===== config.mk =====
export PLATFORM = sky130hd
export DESIGN_NAME = spooky_show_sequencer_flat
export DESIGN_NICKNAME = d
export VERILOG_FILES = /design/src/rtl/spooky_show_sequencer_if.sv /design/src/rtl/spooky_show_sequencer.sv /design/src/flat_wrapper.sv
export SDC_FILE = /design/constraint.sdc
export NUM_CORES = 1
export LEC_CHECK = 0
export ABC_AREA = 1
export BUFFER_PORTS_ARGS = -buffer_cell sky130_fd_sc_hd__buf_2
export CAP_MARGIN = 20
export CELL_PAD_IN_SITES_DETAIL_PLACEMENT = 0
export CELL_PAD_IN_SITES_GLOBAL_PLACEMENT = 1
export CORE_MARGIN = 4
export CORE_UTILIZATION = 47
export CTS_CLUSTER_SIZE = 28
export DETAILED_ROUTE_END_ITERATION = 8
export PLACE_DENSITY = 0.85
export SLEW_MARGIN = 20
export SYNTH_ARGS = -nofsm -noshare
export SYNTH_HDL_FRONTEND = slang
export SYNTH_SLANG_ARGS = --single-unit

===== constraint.sdc =====
create_clock -name clk -period 5.25 [get_ports clk]
set_input_delay 0.2625 -clock clk [delete_from_list [all_inputs] [get_ports clk]]
set_output_delay 0.2625 -clock clk [all_outputs]
set_load 0.01 [all_outputs]

===== src/rtl/spooky_show_sequencer_if.sv =====
// Bus bundle for spooky_show_sequencer: sensor/pattern controls in, decoder select and status out.
// master = stimulus side (drives controls), slave = sequencer side.
interface spooky_show_sequencer_if #(
   parameter int unsigned DWELL_W = 16
);
   logic               motion;
   logic [1:0]         mode;
   logic [DWELL_W-1:0] dwell;
   logic               abort;
   logic [3:0]         lamp_idx;
   logic               lamp_en;
   logic               busy;
   logic               done;

   modport master (
      output motion, mode, dwell, abort,
      input  lamp_idx, lamp_en, busy, done
   );

   modport slave (
      input  motion, mode, dwell, abort,
      output lamp_idx, lamp_en, busy, done
   );
endinterface


===== src/rtl/spooky_show_sequencer.sv =====
// Motion-triggered show sequencer: debounced trigger, timed lamp-index pattern, then cooldown.
// Optional build macro SEQ_LFSR_EN: adds the 8-bit LFSR and random pattern; without it mode 11 runs as up.
module spooky_show_sequencer #(
   parameter int unsigned DWELL_W      = 16,
   parameter int unsigned DEBOUNCE_CYC = 4,
   parameter int unsigned SHOW_STEPS   = 32,
   parameter int unsigned COOL_CYC     = 64
) (
   input  logic                   clk,
   input  logic                   rst_n,
   spooky_show_sequencer_if.slave bus
);
   localparam int unsigned DB_W = $clog2(DEBOUNCE_CYC + 1);
   localparam int unsigned ST_W = $clog2(SHOW_STEPS + 1);
   localparam int unsigned CL_W = $clog2(COOL_CYC + 1);

   typedef enum logic [1:0] {
      S_IDLE,
      S_SHOW,
      S_COOL
   } state_e;

   typedef enum logic [1:0] {
      M_UP   = 2'b00,
      M_DOWN = 2'b01,
      M_PING = 2'b10,
      M_RAND = 2'b11
   } mode_e;

   state_e             r_state,  w_state_nxt;
   mode_e              r_mode,   w_mode_nxt;
   logic [1:0]         r_sync;
   logic [DB_W-1:0]    r_db,     w_db_nxt;
   logic [CL_W-1:0]    r_cool,   w_cool_nxt;
   logic [ST_W-1:0]    r_steps,  w_steps_nxt, w_steps_inc;
   logic [DWELL_W-1:0] r_dwell,  w_dwell_nxt;
   logic [DWELL_W-1:0] r_dt,     w_dt_nxt;
   logic [3:0]         r_idx,    w_idx_nxt;
   logic [3:0]         w_step_idx, w_start_idx;
   logic               r_dir_up, w_dir_nxt, w_step_dir;
   logic               r_done,   w_done_nxt;
   logic               w_sync;

   assign w_sync = r_sync[1];

`ifdef SEQ_LFSR_EN
   logic [7:0] r_lfsr;
   logic [3:0] w_rnd;
   logic [3:0] w_rnd_step;

   // Fibonacci taps 8,6,5,4; free-running in every state
   always_ff @(posedge clk or negedge rst_n) begin
      if (!rst_n) begin
         r_lfsr <= 8'hA5;
      end else begin
         r_lfsr <= {r_lfsr[6:0], r_lfsr[7] ^ r_lfsr[5] ^ r_lfsr[4] ^ r_lfsr[3]};
      end
   end

   assign w_rnd      = r_lfsr[3:0];
   assign w_rnd_step = (w_rnd == r_idx) ? r_idx + 4'd1 : w_rnd;
`endif

   // Pattern stepping from the latched mode, and the entry index from the live mode
   always_comb begin
      w_step_idx  = r_idx + 4'd1;
      w_step_dir  = r_dir_up;
      w_start_idx = 4'd0;
      case (r_mode)
         M_DOWN: w_step_idx = r_idx - 4'd1;
         M_PING: begin
            if (r_dir_up) begin
               if (r_idx == 4'hF) begin
                  w_step_idx = 4'hE;
                  w_step_dir = 1'b0;
               end
            end else if (r_idx == 4'h0) begin
               w_step_idx = 4'h1;
               w_step_dir = 1'b1;
            end else begin
               w_step_idx = r_idx - 4'd1;
            end
         end
`ifdef SEQ_LFSR_EN
         M_RAND: w_step_idx = w_rnd_step;
`endif
         default: ;
      endcase
      case (mode_e'(bus.mode))
         M_DOWN: w_start_idx = 4'hF;
`ifdef SEQ_LFSR_EN
         M_RAND: w_start_idx = w_rnd;
`endif
         default: ;
      endcase
   end

   always_comb begin
      w_state_nxt = r_state;
      w_mode_nxt  = r_mode;
      w_db_nxt    = r_db;
      w_cool_nxt  = r_cool;
      w_steps_nxt = r_steps;
      w_steps_inc = r_steps + ST_W'(1);
      w_dwell_nxt = r_dwell;
      w_dt_nxt    = r_dt;
      w_idx_nxt   = r_idx;
      w_dir_nxt   = r_dir_up;
      w_done_nxt  = 1'b0;
      case (r_state)
         S_IDLE: begin
            if (!w_sync) begin
               w_db_nxt = '0;
            end else if (r_db == DB_W'(DEBOUNCE_CYC - 1)) begin
               // DEBOUNCE_CYC-th consecutive high sample launches the show on this edge
               w_db_nxt    = '0;
               w_state_nxt = S_SHOW;
               w_mode_nxt  = mode_e'(bus.mode);
               w_dwell_nxt = bus.dwell;
               w_dt_nxt    = '0;
               w_steps_nxt = '0;
               w_idx_nxt   = w_start_idx;
               w_dir_nxt   = 1'b1;
            end else begin
               w_db_nxt = r_db + DB_W'(1);
            end
         end
         S_SHOW: begin
            w_db_nxt = '0;
            if (bus.abort) begin
               w_state_nxt = S_COOL;
               w_cool_nxt  = '0;
            end else if (r_dt == r_dwell) begin
               w_dt_nxt    = '0;
               w_steps_nxt = w_steps_inc;
               if (w_steps_inc == ST_W'(SHOW_STEPS)) begin
                  w_state_nxt = S_COOL;
                  w_cool_nxt  = '0;
                  w_done_nxt  = 1'b1;
               end else begin
                  w_idx_nxt = w_step_idx;
                  w_dir_nxt = w_step_dir;
               end
            end else begin
               w_dt_nxt = r_dt + DWELL_W'(1);
            end
         end
         S_COOL: begin
            w_db_nxt = '0;
            if (r_cool == CL_W'(COOL_CYC - 1)) begin
               w_state_nxt = S_IDLE;
            end else begin
               w_cool_nxt = r_cool + CL_W'(1);
            end
         end
         default: w_state_nxt = S_IDLE;
      endcase
   end

   always_ff @(posedge clk or negedge rst_n) begin
      if (!rst_n) begin
         r_state  <= S_IDLE;
         r_mode   <= M_UP;
         r_sync   <= '0;
         r_db     <= '0;
         r_cool   <= '0;
         r_steps  <= '0;
         r_dwell  <= '0;
         r_dt     <= '0;
         r_idx    <= '0;
         r_dir_up <= 1'b1;
         r_done   <= 1'b0;
      end else begin
         r_state  <= w_state_nxt;
         r_mode   <= w_mode_nxt;
         r_sync   <= {r_sync[0], bus.motion};
         r_db     <= w_db_nxt;
         r_cool   <= w_cool_nxt;
         r_steps  <= w_steps_nxt;
         r_dwell  <= w_dwell_nxt;
         r_dt     <= w_dt_nxt;
         r_idx    <= w_idx_nxt;
         r_dir_up <= w_dir_nxt;
         r_done   <= w_done_nxt;
      end
   end

   assign bus.lamp_idx = r_idx;
   assign bus.lamp_en  = (r_state == S_SHOW);
   assign bus.busy     = (r_state != S_IDLE);
   assign bus.done     = r_done;
endmodule


===== src/flat_wrapper.sv =====
// flat-port wrapper written by rule: the top's interface ports become plain ports
module spooky_show_sequencer_flat 
#(
   parameter int unsigned DWELL_W      = 16,
   parameter int unsigned DEBOUNCE_CYC = 4,
   parameter int unsigned SHOW_STEPS   = 32,
   parameter int unsigned COOL_CYC     = 64
)
  (clk, rst_n, bus_motion, bus_mode, bus_dwell, bus_abort, bus_lamp_idx, bus_lamp_en, bus_busy, bus_done);
  spooky_show_sequencer_if #(.DWELL_W(DWELL_W)) bus_i ();
  input  logic clk;
  input  logic rst_n;
  input wire logic [$bits(bus_i.motion)-1:0] bus_motion;
  input wire logic [$bits(bus_i.mode)-1:0] bus_mode;
  input wire logic [$bits(bus_i.dwell)-1:0] bus_dwell;
  input wire logic [$bits(bus_i.abort)-1:0] bus_abort;
  output wire logic [$bits(bus_i.lamp_idx)-1:0] bus_lamp_idx;
  output wire logic [$bits(bus_i.lamp_en)-1:0] bus_lamp_en;
  output wire logic [$bits(bus_i.busy)-1:0] bus_busy;
  output wire logic [$bits(bus_i.done)-1:0] bus_done;
  assign bus_i.motion = bus_motion;
  assign bus_i.mode = bus_mode;
  assign bus_i.dwell = bus_dwell;
  assign bus_i.abort = bus_abort;
  assign bus_lamp_idx = bus_i.lamp_idx;
  assign bus_lamp_en = bus_i.lamp_en;
  assign bus_busy = bus_i.busy;
  assign bus_done = bus_i.done;
  spooky_show_sequencer #(.DWELL_W(DWELL_W), .DEBOUNCE_CYC(DEBOUNCE_CYC), .SHOW_STEPS(SHOW_STEPS), .COOL_CYC(COOL_CYC)) u_core (.clk(clk), .rst_n(rst_n), .bus(bus_i));
endmodule

# [After elaboration in Yosys (flattened, before gate mapping)]
# Index checks and enable logic that the tools add are counted.
# Widths: inputs -> output; s select.
[op_classes] n_reduce_logical=14 mux=50 magnitude_cmp=0 bitwise_logic=0 shift=0 n_eq_ne=20 add_sub_neg=6 n_mul=0 div_mod_pow=0
[op_table] op="$mux 16" n=4
[op_table] op="$mux 4" n=9
[op_table] op="$pmux 16 s2" n=1
[op_table] op="$mux 7" n=4
[op_table] op="$mux 6" n=4
[op_table] op="$add 16x1->16 const B" n=1
[op_table] op="$eq 16x16->1" n=1
[op_table] op="$pmux 4 s2" n=2
[op_table] op="$pmux 7 s2" n=1
[op_table] op="$mux 1" n=13
[op_table] op="$mux 2" n=6
[op_table] op="$pmux 6 s2" n=1
[op_table] op="$ne 2x1->1 const B" n=5
[op_table] op="$reduce_and 5->1" n=2
[op_table] op="$reduce_and 4->1" n=2
[op_table] op="$reduce_bool 2->1" n=4
[op_table] op="$add 7x1->7 const B" n=1
[op_table] op="$eq 7x6->1 const B" n=1
[op_table] op="$reduce_and 7->1" n=1
[op_table] op="$add 6x1->6 const B" n=1
[op_table] op="$eq 2x1->1 const B" n=3
[op_table] op="$eq 6x6->1 const B" n=1
[op_table] op="$mux 3" n=2
[op_table] op="$ne 2x2->1 const B" n=3
[op_table] op="15 further kinds" n=17
[word_totals] reg_bits=60 romBits=0 ram_bits=0 inputBits=22 latch_bits=0 out_inout_bits=7 mem_count=0

# [Depth between registers and ports, before layout]
[depth] word_depth=8 mapped_depth=13 ltp_nobuf=12

# [Worst setup path before layout]
# Ideal clock, no wire load.
[synth_timing] path_kind="register -> register" start="reg u_core.r_state[1]" end="reg u_core.r_dt[11]" synth_period_minus_slack_ns=1.750 slack_ns=3.500 required_ns=5.124 path_stages_with_launch=10 t_arrival_ns=1.624 setup_ns=0.126 path_buffers=0 cell_sequence="dfrtp_1 inv_1 ha_1 inv_2 a21oi_2 nand2_2 nor2_2 nand2_1 nor3_1 nor3_2"
[synth_via] elab_chain_len=3 word_cells_on_any_way=8 classes_between="eq/ne (4); mux (1); reduce/logical (3)"
[synth_rtl] item="from (decl)" line_no="spooky_show_sequencer.sv:30" rtl="state_e r_state, w_state_nxt;"
[synth_rtl] item="from (signal assigned)" line_no="spooky_show_sequencer.sv:174" rtl="r_state <= w_state_nxt;"
[synth_rtl] item="$eq 2x1->1 (*)"
[synth_rtl] item="via bus_lamp_en" line_no="flat_wrapper.sv:18" rtl="output wire logic [$bits(bus_i.lamp_en)-1:0] bus_lamp_en;"
[synth_rtl] item="$ne 2x2->1 (no source line) / $reduce_bool 2->1 (equally long branches)"
[synth_rtl] item="$reduce_and 4->1 (no source line)"
[synth_rtl] item="to (signal assigned)" line_no="spooky_show_sequencer.sv:181" rtl="r_dt <= w_dt_nxt;"
[synth_rtl] item="to (decl)" line_no="spooky_show_sequencer.sv:37" rtl="logic [DWELL_W-1:0] r_dt, w_dt_nxt;"
# Mark *: on every way through the listed nets, which the timed path passes. The rest lies on a longest branch.
# A chain may end at the register's enable or synchronous reset.

# [Worst setup path in the final report]
[layout_timing] start="reg u_core.r_state[1]" end="reg u_core.r_steps[5]"
[layout_via] elab_chain_len=3 word_cells_on_any_way=9 classes_between="eq/ne (5); mux (1); reduce/logical (3)"
[layout_rtl] item="$eq 2x1->1 / $logic_not 2->1 (equally long branches)" line_no="spooky_show_sequencer.sv:110" rtl="case (r_state)"
[layout_rtl] item="$ne 2x1->1 (no source line), or another cell as far along"
[layout_rtl] item="$reduce_and 5->1 (no source line)"
[layout_rtl] item="to (signal assigned)" line_no="spooky_show_sequencer.sv:179" rtl="r_steps <= w_steps_nxt;"
[layout_rtl] item="to (decl)" line_no="spooky_show_sequencer.sv:35" rtl="logic [ST_W-1:0] r_steps, w_steps_nxt, w_steps_inc;"
# Several ways; a longest one is shown, not always the timed one.

==> impl_metrics.json <==
{
  "r2r_cells": 9,
  "dieWidth_um": 95.75,
  "holdCritStartpoint": "bus_motion",
  "synthesis.area_um2": 3618,
  "min_path_cells": 1,
  "use_met3_pct": 4.769,
  "powerDensity_nw_per_um2": 481.6,
  "setup_viol": 0,
  "remaining_drc_errors": 0,
  "drt_pass1_iterations": 4,
  "use_met1_pct": 29.21,
  "ys_types": 33,
  "cts_buffers": 9,
  "worstReg2RegEnd": "u_core.r_steps[5]",
  "dieHeight_um": 95.75,
  "rows": 31,
  "cts_tree": "done",
  "grt_use_total_pct": 19.68,
  "synthSimpleGateAreaFrac_pct": 33.58,
  "grt_max_degree": 61,
  "htree_levels": 3,
  "diodes": 0,
  "ctsResizeCount": 0,
  "p_leak_nw": 2.082,
  "drive_gt1_share_pct": 12.02,
  "vias": 3200,
  "period_share_pct": 45.39,
  "wl_um": 8196,
  "crit_chain": "inv_1, ha_1, inv_2, a21oi_2, nand2_2, inv_2, nand2_4, clkinv_2, o21ai_0",
  "rsz0062_at_grt": "false",
  "start_kind": "flip-flop",
  "clockRootBuffer": "clkbuf_8",
  "ys_seq_area_share_pct": 41.53,
  "hold_viol": 0,
  "io_buffers": 28,
  "gp_congestion": 0.8606,
  "muxShareOfSynthArea_pct": 0,
  "cp_slowest_cell": "ha_1",
  "min_path_type": "input port to flip-flop",
  "worstSetupPathType": "flip-flop to flip-flop",
  "dpl_cell_area_um2": 3847,
  "clk_pin_slew_ps": 70,
  "hold_buffers": 0,
  "start_util_pct": 49.10,
  "synth_compound_area_share_pct": 8.299,
  "synth-xor-area-share_pct": 2.905,
  "worst_ep_arrival_time_ps": 2600,
  "cp_common_cell": "inv_2",
  "dp.cells": 632,
  "drt_iter0_drc": 153,
  "syn_inst": 511,
  "fillCellCount": 722,
  "fin_nets": 579,
  "grt_util_met2_pct": 28.26,
  "grt-ovfl-total": 0,
  "busiest_layer": "met1",
  "cts.sinks": 60,
  "final_cells": 648,
  "synth_top_family_by_area": "simple AND/OR/NAND/NOR gates",
  "pre_cts_ws_ps": 2851,
  "fin_ws_ps": 2867,
  "seq_area_um2": 1503,
  "fin_setup_tns_ps": 0,
  "fin_skew_ps": 6.132,
  "ys_ff_latch": 60,
  "r2r_start": "u_core.r_state[1]",
  "cp-end-kind": "flip-flop",
  "syn_avg_cell_area_um2": 7.081,
  "clock_path_buffers": 2,
  "routed_via_density": 4.938,
  "yosys_warnings": 0,
  "ios": 29,
  "path_buf_inv": 4,
  "synth_fp_nets": 546,
  "die_area_um2": 9167,
  "layout_commonest_cell": "nand2_1",
  "final_design_area_no_fill_um2": 4096,
  "grt_pass1_wl_um": 13920,
  "path_depth": 9,
  "routedWlPerCell_um": 12.65,
  "layout_min_cycle_time_ps": 2383,
  "ir_drop_uv": 282.2,
  "worst_path_largest_cell_delay_ps": 550,
  "clock_latency_ps": 340,
  "path_max_fanout": 15,
  "status": "complete, no violations",
  "crit_family": "buffers and inverters",
  "synth_adder_area_share_pct": 4.495,
  "drv_slew": 0,
  "rrSetupSlack_ps": 2870,
  "maxCapViolCount": 0,
  "fmax_mhz": 419.6,
  "multi_input_area_um2": 1783,
  "final_cell_mix": "159 x nand2_1, 68 x inv_1, 60 x nor2_1, 59 x dfrtp_1, 33 x nand3_1",
  "antenna_left": 0,
  "synthToLayoutAreaGrowth_pct": 13.21,
  "hpwl_um": 6041,
  "core_area_um2": 7370,
  "min_to": "u_core.r_sync[0]",
  "antenna_found_initial": 0,
  "cts_setup_buffers": 0,
  "worst_slew_pin_slew_ps": 763.3,
  "grt_pass1_vias": 2958,
  "cp.required_ps": 5470,
  "slew_headroom_pct": 49.11
}
==> stage by stage <==
stage | power (mW) | util [%] | hold WS [ps]
final | 1.973 | 55.59 | 22.65
after floorplan | 1.287 | - | -33.09
after global routing | 2.152 | 55.59 | 0.9924
after global placement | 1.450 | 52.21 | 333.3
after CTS | 1.992 | 55.59 | 5.515
after detailed placement | 1.466 | 52.21 | 336.5
==> cells by family after synthesis <==
kind of cell	after synthesis
AND/OR/NAND/NOR	287
XOR/XNOR	12
AO/OA/AOI/OAI	56
buffers and inverters	83
adder cells (fa/ha/maj)	13
flip-flops	60
==> metal layers <==
| metal | wire [um] | share of wire (%) |
|---|---|---|
| met2 | 3584 | 44 |
| met5 | 0 | 0 |
| met1 | 4205 | 51 |
| met3 | 406 | 5.0 |
| met4 | 0 | 0 |
==> state kept, by name, indices dropped and copies added (netlist names) <==
signal and flops:
u_core.r_dt 16, u_core.r_db 3, u_core.bus.lamp_idx 4, u_core.r_cool 7, u_core.r_state 2, u_core.r_sync 2
u_core.r_dwell 16, u_core.r_dir_up 1, u_core.r_mode 2, u_core.r_steps 6, u_core.bus.done 1
==> worst max path at each step <==
| stage | from | slack, ps | to |
|---|---|---|---|
| after floorplan | u_core.r_state[1] | 3500 | u_core.r_dt[11] |
| after global placement | u_core.r_state[1] | 3030 | u_core.r_steps[5] |
| after detailed placement | u_core.r_state[1] | 2850 | u_core.r_steps[5] |
| after CTS | u_core.r_state[1] | 2840 | u_core.r_steps[5] |
| after global routing | u_core.r_state[1] | 2610 | u_core.r_cool[1] |
| final | u_core.r_state[1] | 2870 | u_core.r_steps[5] |
==> synthesized netlist by cell type <==
library cell	n	area share, %
nand4_1	11	1.9
nor2_1	60	6.2
a31oi_1	1	0.17
ha_1	13	4.5
nor4_1	1	0.17
nor3b_1	1	0.21
o22ai_1	2	0.35
o21ai_0	21	2.9
inv_2	6	0.62
inv_1	68	7.1
dfstp_2	1	0.73
o211ai_1	2	0.41
nor3_2	2	0.55
nand3_1	33	4.6
buf_4	1	0.21
a21boi_0	3	0.62
a21oi_2	1	0.24
nand3_2	1	0.28
nor2_2	3	0.52
nand2_1	159	16
buf_6	2	0.62
xor2_1	11	2.7
o21ai_1	1	0.14
dfrtp_1	59	41
buf_2	1	0.14
clkinv_2	1	0.14
xnor2_1	1	0.24
clkbuf_1	4	0.41
or2_2	1	0.17
nor3_1	11	1.5
nand2_2	2	0.35
nand2_4	2	0.62
a21oi_1	25	3.5
==> layout make-up <==
cell class	count	share of cell area, %
repair buffers	30	3.787
inverters	75	6.903
clock inverters	6	2.718
flip-flops and latches	60	36.68
clock buffers	10	3.360
multi-input cells	368	43.52
well taps	99	3.024
==> worst register-to-register path: stages, from the launching register on <==
cell and delay [ps]:
dfrtp_1 410, inv_1 90, ha_1 550, inv_2 210
a21oi_2 180, nand2_2 150, inv_2 260, nand2_4 120
clkinv_2 170, o21ai_0 120
==> power breakdown <==
part | internal [mW] | total (mW) | switching, mW
registers | 0.580 | 0.680 | 0.100
logic | 0.261 | 0.775 | 0.514
clock network | 0.328 | 0.518 | 0.190
Note: power is estimated with default switching activity, not from simulation.
